File: src/rtl/compare_alarm_fsm.sv
// Debounced, hysteretic over-threshold alarm driven by 4-bit comparator flags.
// Also counts alarm events (saturating) and flags illegal flag combinations.
module compare_alarm_fsm #(
  parameter int unsigned SET_COUNT = 3,
  parameter int unsigned CLR_COUNT = 2,
  parameter int unsigned CNT_W     = 8
) (
  input  logic             clk,
  input  logic             rst_n,
  input  logic             in_valid,
  input  logic             A_eq_B,
  input  logic             A_gt_B,
  input  logic             A_lt_B,
  output logic             alarm,
  output logic             alarm_rise,
  output logic             alarm_fall,
  output logic [3:0]       run_cnt,
  output logic [CNT_W-1:0] event_cnt,
  output logic             flag_err
);

  typedef enum logic [1:0] {StIdle, StArming, StAlarm, StClearing} state_e;

  localparam logic [3:0]       SetCnt = 4'(SET_COUNT);
  localparam logic [3:0]       ClrCnt = 4'(CLR_COUNT);
  localparam logic [CNT_W-1:0] EvMax  = '1;

  state_e           state_q, state_d;
  logic [3:0]       run_q, run_d;
  logic [CNT_W-1:0] ev_q, ev_d;
  logic             alarm_q, alarm_d;
  logic             rise_q, rise_d;
  logic             fall_q, fall_d;
  logic             err_q, err_d;

  logic       is_gt, is_le;
  logic [3:0] run_inc;

  assign is_gt   = A_gt_B & ~A_eq_B & ~A_lt_B;
  assign is_le   = (A_eq_B ^ A_lt_B) & ~A_gt_B;
  // Counts never exceed 14 before wrapping back to 0, so 4 bits cannot overflow.
  assign run_inc = run_q + 4'd1;

  always_comb begin
    state_d = state_q;
    run_d   = run_q;
    ev_d    = ev_q;
    rise_d  = 1'b0;
    fall_d  = 1'b0;
    err_d   = 1'b0;

    if (in_valid) begin
      if (!is_gt && !is_le) begin
        err_d = 1'b1;
      end else begin
        unique case (state_q)
          StIdle: begin
            if (is_gt) begin
              run_d   = 4'd1;
              state_d = (SET_COUNT == 1) ? StAlarm : StArming;
            end else begin
              run_d = 4'd0;
            end
          end
          StArming: begin
            if (is_gt) begin
              if (run_inc == SetCnt) begin
                state_d = StAlarm;
                run_d   = 4'd0;
              end else begin
                run_d = run_inc;
              end
            end else begin
              state_d = StIdle;
              run_d   = 4'd0;
            end
          end
          StAlarm: begin
            if (is_gt) begin
              run_d = 4'd0;
            end else begin
              run_d   = 4'd1;
              state_d = (CLR_COUNT == 1) ? StIdle : StClearing;
            end
          end
          StClearing: begin
            if (is_le) begin
              if (run_inc == ClrCnt) begin
                state_d = StIdle;
                run_d   = 4'd0;
              end else begin
                run_d = run_inc;
              end
            end else begin
              // Bounce back: still the same alarm episode, not a new event.
              state_d = StAlarm;
              run_d   = 4'd0;
            end
          end
          default: begin
            state_d = StIdle;
            run_d   = 4'd0;
          end
        endcase
      end
    end

    alarm_d = (state_d == StAlarm) || (state_d == StClearing);
    if (alarm_d && !alarm_q) begin
      rise_d = 1'b1;
      if (ev_q != EvMax) begin
        ev_d = ev_q + 1'b1;
      end
    end
    if (!alarm_d && alarm_q) begin
      fall_d = 1'b1;
    end
  end

  always_ff @(posedge clk or negedge rst_n) begin
    if (!rst_n) begin
      state_q <= StIdle;
      run_q   <= 4'd0;
      ev_q    <= '0;
      alarm_q <= 1'b0;
      rise_q  <= 1'b0;
      fall_q  <= 1'b0;
      err_q   <= 1'b0;
    end else begin
      state_q <= state_d;
      run_q   <= run_d;
      ev_q    <= ev_d;
      alarm_q <= alarm_d;
      rise_q  <= rise_d;
      fall_q  <= fall_d;
      err_q   <= err_d;
    end
  end

  assign alarm      = alarm_q;
  assign alarm_rise = rise_q;
  assign alarm_fall = fall_q;
  assign run_cnt    = run_q;
  assign event_cnt  = ev_q;
  assign flag_err   = err_q;

endmodule

File: config.mk
export PLATFORM = sky130hd
export DESIGN_NAME = compare_alarm_fsm
export DESIGN_NICKNAME = d
export VERILOG_FILES = /design/src/rtl/compare_alarm_fsm.sv
export SDC_FILE = /design/constraint.sdc
export NUM_CORES = 1
export LEC_CHECK = 0
export CAP_MARGIN = 40
export CELL_PAD_IN_SITES_DETAIL_PLACEMENT = 0
export CELL_PAD_IN_SITES_GLOBAL_PLACEMENT = 1
export CORE_MARGIN = 2
export CORE_UTILIZATION = 40
export CTS_BUF_LIST = sky130_fd_sc_hd__clkbuf_16
export CTS_CLUSTER_SIZE = 12
export DETAILED_ROUTE_END_ITERATION = 16
export PLACE_DENSITY = 0.81
export REMOVE_ABC_BUFFERS = 1
export SKIP_CTS_REPAIR_TIMING = 1
export SYNTH_ARGS = -nofsm -noshare
export SYNTH_HDL_FRONTEND = slang
export SYNTH_SLANG_ARGS = --single-unit
File: constraint.sdc
create_clock -name clk -period 3.6 [get_ports clk]
set_clock_uncertainty 0.1 [all_clocks]
set_input_delay 0.36 -clock clk [delete_from_list [all_inputs] [get_ports clk]]
set_output_delay 0.36 -clock clk [all_outputs]
set_load 0.02 [all_outputs]
==> results.yml <==
logic_synthesis:
  synth.top_cell.area_share: 0.405
  synth_cells: 110
  yosysTopAreaCell: "dfrtp_1"
  synth_flop_cell: "dfrtp_1"
  synth-seq-cells: 18
  netlist_area_sq_um: 1110
  ys_warn_count: 0
  syn_avg_cell_area_sq_um: 10.1
  seq_area_frac_synth: 0.405
  netlist_top_cells_count: "18 x dfrtp_1, 9 x nor2_1, 7 x inv_1, 7 x nand2_1, 7 x xnor2_1"
  synth_edf_count: 0
  netlist_top_cells_area: "dfrtp_1 40%, xnor2_1 5.5%, ha_1 4.5%"
  yosysMostFrequentCell: "dfrtp_1"
  synthArstFlopShare: 1.00
  yosysUniqueCellTypes: 42
setup_path:
  reg2reg_setup_slack_ps: 1430
  required_ps: 3630
  reg2reg_from: "run_cnt[0]"
  crit_arrival_ps: 2340
  rr_worst_depth: 6
  critPathKind: "in2reg"
  critPathCaptureType: "register"
  rr_endpoint: "event_cnt[7]"
  slowest_stage: "clkdlybuf4s50_1"
  crit_path_max_fanout: 7
  path_delay_family: "simple AND/OR/NAND/NOR gates"
  worst-path-buf-inv: 1
  worstPathCellList: "clkdlybuf4s50_1 > or3b_4 > nor4_4 > o21ai_2 > a21oi_4 > o21ai_1 > mux2_1"
  critPathMaxStageDelay_ps: 570
  critPathLaunchType: "input pin"
die:
  chipHeight_um: 56.7
  num_io_pins: 22
  core_area_sq_um: 2690
  rows: 19
  die_area_sq_um: 3220
  fp.dieW_um: 56.7
  start_util: 0.414
power_and_ir_drop:
  p_leak_nw: 0.567
  vdd_drop_max_uv: 489
  powerDensity_nw_per_um2: 687
place:
  place_congestion: 0.771
  place_ws_ps: 1020
  dp_hpwl_um: 1660
  placed_cells: 161
  place_area_sq_um: 1350
  io_buffer_count: 21
global_route:
  grt_pass1_vias: 863
  grt.total_usage: 0.163
  grt_max_degree: 19
  met1_usage: 0.206
  grt_util_met3: 0.0392
  grt.met2_usage: 0.254
  top_usage_layer: "met2"
  grt_first_pass_wirelength_um: 3950
  grt_overflow: 0
  antenna_found_initial: 0
hold_path:
  holdPathEnd: "event_cnt[0]"
  min_path_cells: 1
  timing.hold.worst.class: "reg2reg"
  min-delay-start: "event_cnt[0]"
timing:
  period_share: 0.641
  rsz0062_at_grt: "no"
  final.min_clock_period_ps: 2310
  tightest_slew_ps: 849
  hold_viol_final: 0
  relSlewSlack: 0.432
  setup_viol_count_final: 0
  setup_tns_ps: 0
  max_freq_ghz: 0.434
  worst_slack_ps: 1290
  whs_ps: 429
  slew_viol_final: 0
finish:
  layout-drive-gt1-share: 0.120
  finalNetCount: 145
  fin_area_sq_um: 1430
  fillers: 257
  area_delta_synth_final_pct: 28.5
  antenna_cells: 0
  stdcell_count: 164
routing:
  drt_first_iter_violations: 35
  drt_first_pass_iters: 4
  dr_total_vias: 893
  drt-total-wl_um: 2310
  vias_per_cell: 5.45
  postRouteAntennaNets: 0
  drc: 0
  drt-wirelength-per-cell_um: 14.1
clocking:
  clk_pin_slew_ps: 50
  cts_buffers: 3
  clk-insertion-delay-late_ps: 250
  cts.sinks: 18
  cts-htree-levels: 1
  cts_tree: "done"
  clockBufferDepth: 2
  root_buffer: "clkbuf_16"
flow_run:
  max_cap_violations: 0
status:
  status: "finished clean"
-- sequential cells by signal (all words and copies together), names as in the netlist --
name and cells:
alarm 1, alarm_fall 1, alarm_rise 1, event_cnt 8
flag_err 1, run_cnt 4, state_q 2
-- logic make-up (layout without fill, tap and decap cells) --
logic type,count (synthesis),in the layout,share of synthesized area
simple gates,42,42,0.224
compound gates,27,27,0.199
flops,18,18,0.405
xor+xnor,8,8,0.0630
buf+inv,8,31,0.0304
fa+ha+maj,4,4,0.0450
mux,3,3,0.0337
-- final cells by class --
| class | instances | area, sq um | share of cell area |
|---|---|---|---|
| Tap cell | 31 | 38.8 | 0.0271 |
| Sequential cell | 18 | 450 | 0.315 |
| Clock buffer | 3 | 75.1 | 0.0525 |
| Inverter | 7 | 26.3 | 0.0184 |
| Timing Repair Buffer | 21 | 210 | 0.147 |
| Multi-Input combinational cell | 84 | 628 | 0.440 |
-- report_power, final --
group,leakage [nW],internal [mW],switching [mW]
sequential,0.229,0.264,0.0780
combinational,0.301,0.189,0.228
clock,0.0370,0.146,0.0758
-- per-stage QoR --
step,util,power [mW]
4_1_cts,0.532,0.991
3_3_place_gp,0.504,0.754
5_1_grt,0.532,1.04
3_5_place_dp,0.504,0.765
6_report,0.532,0.981
2_1_floorplan,-,0.592
-- how the worst max path moves through the flow --
stage | from | to | slack [ps] | depth (start not counted)
3_3_place_gp | A_gt_B | event_cnt[7] | 1080 | 7
4_1_cts | A_gt_B | event_cnt[7] | 1280 | 7
3_5_place_dp | A_gt_B | event_cnt[7] | 1020 | 7
5_1_grt | A_gt_B | event_cnt[7] | 1180 | 7
2_1_floorplan | run_cnt[0] | event_cnt[7] | 1510 | 6
6_report | A_gt_B | event_cnt[7] | 1290 | 7
-- placed cells by master (no fill, tap or decap), types with 2 or more instances in the layout --
cell type / synthesis / layout
a21oi_1: 3 / 3
a22oi_1: 2 / 2
and2_1: 2 / 2
clkbuf_16: 0 / 3
clkdlybuf4s50_1: 0 / 21
dfrtp_1: 18 / 18
ha_1: 4 / 4
inv_1: 7 / 7
mux2_1: 2 / 2
nand2_1: 7 / 7
nand3_1: 4 / 4
nand3b_1: 2 / 2
nor2_1: 9 / 9
nor2b_1: 2 / 2
nor3_1: 2 / 2
nor3b_1: 2 / 2
o2111ai_1: 2 / 2
o21ai_0: 5 / 5
o21ai_1: 2 / 2
o21ai_2: 2 / 2
o41ai_1: 2 / 2
or2_2: 3 / 3
xnor2_1: 7 / 7
-- worst reg2reg max path, delay by kind of cell, from the launching register on --
family                     cells  cell delay, ps
and+or+nand+nor                2             470
DFF                            1             460
muxes                          1             310
adders and majority gates      1             270
AOI/OAI and AO/OA              2             430
-- metal layers --
layer  wire length, um  vias to the layer above  share of wire
met5                 0                        -              0
met1              1090                      434           0.47
li1                  -                      443              -
met3                84                        4          0.036
met2              1090                       12           0.47
met4                49                        0          0.021
(Power assumes the default switching activity.)
==> edit 1 (config.mk and constraints unchanged) <==
Set the parameter `CNT_W` to 6 (it was 8).
--- a/src/rtl/compare_alarm_fsm.sv
+++ b/src/rtl/compare_alarm_fsm.sv
@@ -3,7 +3,7 @@
 module compare_alarm_fsm #(
   parameter int unsigned SET_COUNT = 3,
   parameter int unsigned CLR_COUNT = 2,
-  parameter int unsigned CNT_W     = 8
+  parameter int unsigned CNT_W     = 6
 ) (
   input  logic             clk,
   input  logic             rst_n,
Interface: changed (resized event_cnt); port bits go from 22 to 20. No check against the original RTL was run, so the function may have changed too.
==> edit 1 against the unedited design <==
Sequential cell count down 2. Synthesized cell count down 15%. Worst setup slack worse by 0.36 ns. First-iteration DRC count down 83%. Via count down 16%. Global-route usage down 0.20 points. Final area down 14%. Synthesized area down 15%. Largest cell class unchanged. Routed wire length down 19%.
Power is not compared: it rests on default switching activity, and its combinational part moved more than twofold at a synthesized area within 25%.
==> edit 1: results (changes against the unedited design) <==
Outcome - finished, final reports clean
Worst slack at placement - 0.943 ns (-0.0797 ns)
Post-DP Area - 1150 um^2 (-15%)
First-pass GRT wire length - 3130 um (-21%)
Wire per inst - 13.3 um (-5.6%)
Placed Instances - 137 (-15%)
Largest net degree at the start of global routing - 17 (-2)
Placer Congestion - 0.786 (+1.9%)
Sequential-to-total area share from yosys stat - 0.424 (+0.0195)
FF-to-FF path depth - 7 (+1)
DR vias/cell - 5.30 (-2.6%)
Synth Area per Inst - 10.1 um^2 (+0.32%)
CP max FO - 9 (+2)
Synth top cells by count - dfrtp_1, nor2_1, inv_1, xor2_1
Share of cells above drive strength 1 - 0.0885 (-0.0318)
All-Layer GR Usage - 0.161 (-0.00200)
Slew margin rel. - 0.518 (+0.0858)
Largest register FFs - 6 (-2)
Multi-input logic area - 502 um^2 (-20%)
Nets@finish - 124 (-14%)
Flop2flop setup slack - 0.93 ns (-0.50 ns)
Met1 GRT Util - 0.195 (-0.0112)
Yosys cell types - 38 (-9.5%)
Critical Path AT - 2.70 ns (+0.36 ns)
Synth top area cells - dfrtp_1, xor2_1, ha_1, nor2_1, nand3_1
Hold Crit Start - event_cnt[3]
==> edit 1: per-layer routing <==
metal  wire length (um)  up-vias
li1                   -      371
met4                 27        0
met5                  0        -
met1                836      361
met2                929       12
met3                 81        4
==> edit 1: how the worst max path moves through the flow <==
stage	slack, ns	endpoint	cells past startpoint	start
floorplan	1.02	event_cnt[1]	7	run_cnt[0]
global placement	1.0	event_cnt[1]	7	run_cnt[0]
detailed placement	0.94	event_cnt[1]	7	run_cnt[0]
CTS	0.92	event_cnt[1]	7	run_cnt[0]
global route	0.77	event_cnt[1]	7	run_cnt[0]
finish	0.93	event_cnt[1]	7	run_cnt[0]
==> edit 1: report_power, final <==
group	total (uW)	internal, uW	switching, uW
Clock	218	147	70.4
Combinational	73.8	33.8	40.0
Sequential	209	193	16.3
Total	501	374	127
==> edit 1: area by class of cell <==
class | count | area share
multi-input combinational | 68 | 0.408
sequential | 16 | 0.326
timing repair buffer | 19 | 0.155
clock buffer | 3 | 0.0611
tap | 28 | 0.0285
inverter | 6 | 0.0183
clock inverter | 1 | 0.00305
==> edit 1: logic make-up (layout without fill, tap and decap cells) <==
logic type      Yosys count  in the layout  synth area share
compound gates           17             17             0.127
xor+xnor                  8              8            0.0743
mux                       2              2            0.0239
fa+ha+maj                 4              4            0.0531
flops                    16             16             0.424
simple gates             37             37             0.253
buf+inv                   9             29            0.0438
==> edit 1: critical path, stage by stage, from the launching register on <==
cell and delay, ns:
dfrtp_1 0.46, ha_1 0.29, or4b_1 0.48, o31ai_1 0.11, a41oi_1 0.15, a31o_1 0.34
nor3_2 0.26, mux2_1 0.34
==> edit 2 (same settings) <==
Without the edit above. The 4 states of `state_e` get a one-hot encoding in 4 bits.
--- a/src/rtl/compare_alarm_fsm.sv
+++ b/src/rtl/compare_alarm_fsm.sv
@@ -19,7 +19,7 @@
   output logic             flag_err
 );
 
-  typedef enum logic [1:0] {StIdle, StArming, StAlarm, StClearing} state_e;
+  typedef enum logic [3:0] {StIdle = 4'b0001, StArming = 4'b0010, StAlarm = 4'b0100, StClearing = 4'b1000} state_e;
 
   localparam logic [3:0]       SetCnt = 4'(SET_COUNT);
   localparam logic [3:0]       ClrCnt = 4'(CLR_COUNT);
Function: no difference found for any inputs over 10 cycles, from zero or initial values and one cycle with rst_n low; not proved beyond that.
==> edit 2 against the unedited design <==
Sequential cell count is 2 higher. Global-route usage grew 0.50 points. Sequential share of layout area is 1.4 points lower. First-iteration DRC count up 69%. Synthesized area grew 16%. Final area up 16%. Worst setup slack worse by 0.76 ns. Routed wire length increased by 9.1%. Highest routed layer unchanged.
Power is not compared: it rests on default switching activity, and its combinational part moved more than twofold at a synthesized area within 25%.
==> edit 2: results (changes against the unedited design) <==
R2r startpoint - state_q[3]
CP max FO - 9 (+2)
Via Count - 1065 (+19%)
Metal2 WL - 1200 um (+9.6%)
All-Layer GR Usage - 0.168 (+0.00503)
Number of diodes - 0 (unchanged)
FILL cells - 296 (+15%)
Reg2reg end - event_cnt[1]
Dpl hpwl - 1900 um (+14%)
Post-Synth XOR/XNOR Area - 0.0748 (+0.0118)
Placer Congestion - 0.836 (+8.5%)
Fin cells - 200 (+22%)
Routed met3 length - 67 um (-20%)
Period utilization - 0.851 (+0.211)
Synth top cells by count - dfrtp_1, xor2_1, nand2_1, nand3_1
Outcome - finished, final reports clean
Post-Route M1 WL - 1250 um (+15%)
M3 GR Usage - 0.0384 (-0.000791)
Largest register FFs - 8 (unchanged)
Reg clk slew, reported paths - 0.05 ns (about the same)
Flop2flop setup slack - 0.78 ns (-0.65 ns)
Post-synthesis mux area share - 0.0224 (-0.0114)
Met2 Track Usage GR - 0.267 (+0.0131)
# H-tree levels - 1 (unchanged)
Smallest hold slack - 0.208 ns (-0.221 ns)
Met1 GRT Util - 0.235 (+0.0290)
Syn Inst Count - 132 (+20%)
Worst path slowest cell - o211ai_1
Wire per inst - 12.6 um (-11%)
Worst slack at placement - 0.274 ns (-0.748 ns)
Synth top area cells - dfrtp_1, xor2_1, ha_1, nor4_1, nand3_1
Hold WC Path Type - in2async
Sequential-to-total area share from yosys stat - 0.390 (-0.0153)
FF-to-FF path depth - 7 (+1)
Worst-skew pair later-pin latency - 0.25 ns (about the same)
CTS sink cnt - 20 (+2)
FFs w/ async S/R, synth - 1.00 (unchanged)
Root buf cell - clkbuf_16
Setup TNS Final - 0 ns (unchanged)
Share of cells above drive strength 1 - 0.122 (+0.00149)
Yosys cell types - 47 (+12%)
Compound-Gate Fraction of Synth Area - 0.156 (-0.0426)
Vias in the first global route - 1026 (+19%)
Total CTS buffers - 3 (unchanged)
Post-Synth Adder-Cell Area - 0.0389 (-0.00612)
I/O Buffers - 21 (unchanged)
First-pass GRT wire length - 4660 um (+18%)
Critical Path AT - 3.10 ns (+0.76 ns)
CP delay by family, top - compound AO/OA/AOI/OAI gates
Nets@finish - 167 (+15%)
YS warnings - 0 (unchanged)
Initial DRC count - 59 (+69%)
Slew margin rel. - 0.543 (+0.111)
edit 2: changes by cell type after synthesis, sizes merged, moves of 3 or more:
cell | before | now
and3 | 1 | 5
nor3 | 2 | 5
nand2b | 1 | 5
xnor2 | 7 | 1
xor2 | 1 | 10
or3 | 1 | 4
nor4 | 2 | 6
nand3 | 4 | 7
o21ai | 9 | 6
or2 | 4 | 1
edit 2: how the worst max path moves through the flow:
stage | end | start
5_1_grt | event_cnt[1] | A_lt_B
6_report | event_cnt[1] | A_lt_B
3_5_place_dp | event_cnt[1] | A_lt_B
4_1_cts | event_cnt[1] | A_lt_B
2_1_floorplan | event_cnt[1] | A_lt_B
3_3_place_gp | event_cnt[1] | A_lt_B
edit 2: logic make-up after synthesis:
family / Yosys count
AND/OR/NAND/NOR: 60
buffers and inverters: 10
multiplexers: 2
XOR/XNOR: 11
adder cells (fa/ha/maj): 4
flip-flops: 20
AO/OA/AOI/OAI: 25
edit 2: worst register-to-register path, delay by kind of cell, from the launching register on:
family / cells / cell delay [ns]
AND/OR/NAND/NOR: 4 / 1.20
multiplexers: 2 / 0.78
flip-flops: 1 / 0.55
AO/OA/AOI/OAI: 1 / 0.08
edit 2: power breakdown:
group	internal [uW]	switching, uW	leakage [uW]	total (uW)
clock	220	77.9	0.0000511	298
combinational	51.0	60.2	0.000420	111
sequential	240	22.4	0.000273	262
total	511	160	0.000744	672
edit 2: through the flow:
step / total power [uW] / area [um^2]
floorplan: 328 / 1260
global placement: 376 / 1540
detailed placement: 378 / 1560
CTS: 681 / 1660
global route: 705 / 1660
finish: 672 / 1660
edit 2: cell type report:
type | count | share of cell area
clock buffers | 3 | 0.0451
clock inverters | 1 | 0.0181
inverters | 6 | 0.0135
multi-input cells | 102 | 0.444
flip-flops and latches | 20 | 0.302
well taps | 44 | 0.0331
repair buffers | 24 | 0.144
